`config.mk`:
```
export PLATFORM = sky130hd
export DESIGN_NAME = irq_generator
export DESIGN_NICKNAME = d
export VERILOG_FILES = /design/src/rtl/irq_generator.sv
export SDC_FILE = /design/constraint.sdc
export NUM_CORES = 1
export LEC_CHECK = 0
export BUFFER_PORTS_ARGS = -buffer_cell sky130_fd_sc_hd__buf_4
export CORE_MARGIN = 2
export CORE_UTILIZATION = 55
export CTS_CLUSTER_SIZE = 28
export DETAILED_ROUTE_END_ITERATION = 7
export GPL_TIMING_DRIVEN = 0
export PLACE_DENSITY_LB_ADDON = 0.15
export SLEW_MARGIN = 20
export SYNTH_ARGS = -nofsm -noshare
export SYNTH_HDL_FRONTEND = slang
export SYNTH_SLANG_ARGS = --single-unit
```
`constraint.sdc`:
```
create_clock -name clk -period 4.65 [get_ports clk]
set_input_delay 0.2325 -clock clk [delete_from_list [all_inputs] [get_ports clk]]
set_output_delay 0.2325 -clock clk [all_outputs]
set_load 0.02 [all_outputs]
```
`src/rtl/irq_generator.sv`:
```
// Turns the video unit's mid-screen and vblank line strobes into 8080 RST interrupt
// requests with a req/ack handshake, pending-hold while INTE is low, and an overrun counter.
module irq_generator #(
    parameter int unsigned ACK_GAP      = 2,
    parameter bit          HOLD_PENDING = 1'b1,
    parameter logic [7:0]  MID_VECTOR   = 8'hCF,
    parameter logic [7:0]  VBL_VECTOR   = 8'hD7
) (
    input  logic       clk,
    input  logic       rst_n,
    input  logic       mid_screen,
    input  logic       vblank,
    input  logic       int_enable,
    input  logic       int_ack,
    input  logic       clr_overrun,
    output logic       int_req,
    output logic [7:0] int_vector,
    output logic [7:0] overrun_count
);

    typedef enum logic [1:0] {IDLE, REQ, HOLDOFF} state_e;

    state_e     state_q;
    logic       sel_vbl_q;
    logic [7:0] holdoff_q;
    logic       int_req_q;
    logic [7:0] int_vector_q;

    logic       prev_mid_q, prev_vbl_q;
    logic       pend_mid_q, pend_vbl_q;
    logic       pend_mid_d, pend_vbl_d;
    logic [7:0] overrun_q, overrun_d;

    logic       accept;
    logic       set_mid, set_vbl;
    logic       ack_fire, clr_mid, clr_vbl;
    logic       ovr_mid, ovr_vbl;
    logic [7:0] ovr_base;
    logic [8:0] ovr_sum;

    // With HOLD_PENDING=0, an event seen while interrupts are disabled never happened.
    assign accept   = HOLD_PENDING | int_enable;
    assign set_mid  = mid_screen & ~prev_mid_q & accept;
    assign set_vbl  = vblank & ~prev_vbl_q & accept;

    // Acks only count while a request is actually being presented.
    assign ack_fire = (state_q == REQ) & int_ack;
    assign clr_mid  = ack_fire & ~sel_vbl_q;
    assign clr_vbl  = ack_fire & sel_vbl_q;

    assign ovr_mid  = set_mid & pend_mid_q & ~clr_mid;
    assign ovr_vbl  = set_vbl & pend_vbl_q & ~clr_vbl;

    always_comb begin
        pend_mid_d = set_mid | (pend_mid_q & ~clr_mid);
        pend_vbl_d = set_vbl | (pend_vbl_q & ~clr_vbl);
        // Clear first, then add this cycle's overruns, saturating at 255.
        ovr_base   = clr_overrun ? 8'd0 : overrun_q;
        ovr_sum    = {1'b0, ovr_base} + {8'd0, ovr_mid} + {8'd0, ovr_vbl};
        overrun_d  = ovr_sum[8] ? 8'hFF : ovr_sum[7:0];
    end

    // NOTE: every register below is updated with <= so all of them see the same
    // pre-edge values; a blocking = here would leak new state into later reads.
    always_ff @(posedge clk) begin
        if (!rst_n) begin
            prev_mid_q <= 1'b0;
            prev_vbl_q <= 1'b0;
            pend_mid_q <= 1'b0;
            pend_vbl_q <= 1'b0;
            overrun_q  <= 8'd0;
        end else begin
            prev_mid_q <= mid_screen;
            prev_vbl_q <= vblank;
            pend_mid_q <= pend_mid_d;
            pend_vbl_q <= pend_vbl_d;
            overrun_q  <= overrun_d;
        end
    end

    always_ff @(posedge clk) begin
        if (!rst_n) begin
            state_q      <= IDLE;
            sel_vbl_q    <= 1'b0;
            holdoff_q    <= 8'd0;
            int_req_q    <= 1'b0;
            int_vector_q <= 8'h00;
        end else begin
            case (state_q)
                IDLE: begin
                    if (int_enable && (pend_mid_q || pend_vbl_q)) begin
                        sel_vbl_q    <= pend_vbl_q;
                        int_req_q    <= 1'b1;
                        int_vector_q <= pend_vbl_q ? VBL_VECTOR : MID_VECTOR;
                        state_q      <= REQ;
                    end
                end
                REQ: begin
                    if (int_ack) begin
                        holdoff_q    <= 8'(ACK_GAP);
                        int_req_q    <= 1'b0;
                        int_vector_q <= 8'h00;
                        state_q      <= HOLDOFF;
                    end else if (!int_enable) begin
                        int_req_q    <= 1'b0;
                        int_vector_q <= 8'h00;
                        state_q      <= IDLE;
                    end
                end
                HOLDOFF: begin
                    // Leaving on the cycle the count would reach zero keeps ACK_GAP=0 at one cycle.
                    if (holdoff_q <= 8'd1) begin
                        holdoff_q <= 8'd0;
                        state_q   <= IDLE;
                    end else begin
                        holdoff_q <= holdoff_q - 8'd1;
                    end
                end
                default: begin
                    int_req_q    <= 1'b0;
                    int_vector_q <= 8'h00;
                    state_q      <= IDLE;
                end
            endcase
        end
    end

    assign int_req       = int_req_q;
    assign int_vector    = int_vector_q;
    assign overrun_count = overrun_q;

endmodule

```
==> metrics.md <==
| Metric | Value |
|---|---|
| Initial core utilization | `58.4%` |
| Cell variety after synth | `41` |
| Cell count after synthesis | `147` |
| Vias per cell | `5.38` |
| Status | `complete, no violations` |
| 1st-iter DRT viols | `10` |
| Peak Freq | `453 MHz` |
| WP data required | `4.90 ns` |
| TritonCTS Buffers | `3` |
| Critical-path maximum fanout | `8` |
| Cts repair resizes | `0` |
| Worst r2r src | `state_q[1]` |
| CP Launch Type | `flip-flop` |
| Root Driver | `clkbuf_4` |
| PD cells | `292 nW/um^2` |
| I/O pins | `24` |
| Worst r2r path cells | `9` |
| Worst vdd ir | `212 uV` |
| Hold endpoint | `prev_vbl_q` |
| Post-DP HPWL | `1810 um` |
| Largest net degree at the start of global routing | `15` |
| # nets final | `184` |
| Synth Area per Inst | `8.78 sq um` |
| Core area | `2210 sq um` |
| Vias in the first global route | `991` |
| Post-Layout Cell Count | `201` |
| Final setup fails | `0` |
| Ant. Diodes | `0` |
| Post-route cell area | `1530 sq um` |
| Tightest Hold Check Type | `in -> reg` |
| Setup ws final | `2.44 ns` |
| Max-Cap Viols | `0` |
| Die span in x | `52.5 um` |
| Placed cell count | `197` |
| Synth area leaders | `dfxtp_1 (40%), nand2b_1 (4.8%), a21boi_0 (4.1%)` |
| Global-route wire length before repair | `4110 um` |
| Met1 usage | `23.8%` |
| Syn Std Cell Area | `1290 sq um` |
| Routed via count | `1081` |
| I/O Buffers | `22` |
| Post-synth EDFFs | `0` |
| Row count | `17` |
| Clock Skews | `0.00546 ns` |
| Synth area leader | `dfxtp_1` |
| Layout fillers | `175` |
| RSZ-0062 raised after global routing | `no` |
| Gp weighted congestion | `0.751` |
| Hold Vio Cnt, Final | `0` |
| Top cell type's share of synthesized area | `40.3%` |
| Hold path startpoint | `vblank` |
| Post-Route WL | `2360 um` |
| Area post-placement | `1490 sq um` |
| GRT Util Overall | `19.8%` |
| Synth top cells by count | `dfxtp_1 (26), nor2_1 (12), nand2_1 (10), nand2b_1 (10), o21ai_0 (9)` |
| Detail Route Antenna Nets | `0` |
| Pre-CTS setup slack | `2.46 ns` |
| Period utilization | `47.4%` |
| RR Endpoint | `overrun_count[5]` |
| Met3 Use GR | `3.71%` |
| Clk_lat worst skew | `0.31 ns` |
| Post-layout min period | `2.21 ns` |
| Post-route DRC | `0` |
| Setup bufs post-CTS | `0` |
| Grt peak-use layer | `met2` |
| Htree depth | `1` |
| Share of cells above drive strength 1 | `21.4%` |
| Slew Viols, Final | `0` |
| Antenna violations before repair | `0` |
| Routed len/inst | `11.7 um` |
| Grt total ovfl | `0` |
| Most frequent cell after synthesis | `dfxtp_1` |
| Worst setup EP type | `flip-flop` |
| Hold Path Stages | `2` |
| Yosys Warn Count | `0` |
| Clk slew on worst S/H paths | `0.14 ns` |
| Clock Sinks | `26` |
| TritonRoute pass-1 iters | `4` |
| Tot Pwr | `0.446 mW` |
| Ys async rst share | `0%` |
| Clock buffer depth | `2` |
| CTS tree | `built` |
| FF-to-FF setup slack | `2.44 ns` |
| Synth Register Bits | `26` |
| Die extent in y | `52.5 um` |
| CP arrival | `2.45 ns` |
| Area Growth Syn to Fin | `18.3%` |
| Synth Flop Type | `dfxtp_1` |
| Die Area | `2750 sq um` |
| Sequential area share after synthesis | `40.3%` |
| Grt met2 use | `34.8%` |
| Syn_nets | `157` |
| Final TNS setup | `0 ns` |
| Leakage | `0.611 nW` |
| Critical path class | `reg -> reg` |
| # hold bufs at CTS | `0` |
[logic make-up after synthesis]
kind of cell	Yosys count	synth area share [%]
AO/OA/AOI/OAI	39	21.1
XOR/XNOR	5	3.39
other	1	0.290
multiplexers	2	1.55
flip-flops	26	40.3
adder cells (fa/ha/maj)	3	3.49
buffers and inverters	14	5.81
AND/OR/NAND/NOR	57	24.0
[sequential cells by signal, indices dropped and copies added, names as in the netlist]
name           cells
holdoff_q          8
int_vector         3
overrun_count      8
pend_mid_q         1
pend_vbl_q         1
prev_mid_q         1
prev_vbl_q         1
sel_vbl_q          1
state_q            2
[per-layer routing]
layer  vias up  share of wire [%]
li1        561                  -
met1       497                 45
met2        21                 50
met3         2                3.7
met4         0               0.72
met5         -                  0
[per-stage QoR]
stage          hold WS [ns]  util (%)
2_1_floorplan         0.354         -
3_3_place_gp          0.448      67.4
3_5_place_dp          0.450      67.4
4_1_cts               0.114      69.1
5_1_grt               0.103      69.1
6_report              0.125      69.1
[area by class of cell]
type | instances | area (sq um) | share of cell area [%]
buffer | 8 | 52.6 | 3.44
clock buffer | 4 | 36.3 | 2.38
inverter | 6 | 22.5 | 1.47
multi-input combinational | 107 | 696 | 45.5
sequential | 26 | 520 | 34.1
tap | 28 | 35.0 | 2.29
timing repair buffer | 22 | 165 | 10.8
[worst max path at each step]
| stage | start | to | slack (ns) | cells after the start |
|---|---|---|---|---|
| after floorplan | state_q[1] | overrun_count[5] | 2.76 | 9 |
| after global placement | state_q[1] | overrun_count[4] | 2.51 | 9 |
| after detailed placement | state_q[1] | overrun_count[5] | 2.46 | 9 |
| after CTS | state_q[1] | overrun_count[5] | 2.42 | 9 |
| after global routing | state_q[1] | overrun_count[5] | 2.16 | 9 |
| final | state_q[1] | overrun_count[5] | 2.44 | 9 |
[where the power goes]
group          internal [mW]  switching [mW]
registers              0.235          0.0119
clock network         0.0478          0.0638
logic                 0.0421          0.0457
[layout by cell type (no fill, tap or decap), types with 2 or more instances in the layout]
| master | instances |
|---|---|
| nor2_1 | 12 |
| a31oi_1 | 3 |
| clkbuf_1 | 2 |
| nand2_1 | 10 |
| xnor2_1 | 3 |
| nand3_1 | 6 |
| xor2_1 | 2 |
| a21boi_0 | 7 |
| nor3_1 | 2 |
| buf_4 | 28 |
| nand2b_1 | 10 |
| mux2i_1 | 2 |
| ha_1 | 2 |
| inv_1 | 6 |
| o21a_1 | 5 |
| dfxtp_1 | 26 |
| a21oi_1 | 7 |
| and2_1 | 4 |
| or3_1 | 2 |
| o21ai_0 | 9 |
| clkbuf_4 | 3 |
[critical path, cell delays in order (launching register included)]
cell     delay (ns)
dfxtp_1        0.45
and3b_1        0.22
nand2_1        0.07
nand2_1        0.07
nor2_1         0.15
fa_1           0.28
nand3_1        0.17
nor4_2         0.50
nand2_1        0.12
o21ai_0        0.10
(Power assumes the default switching activity.)
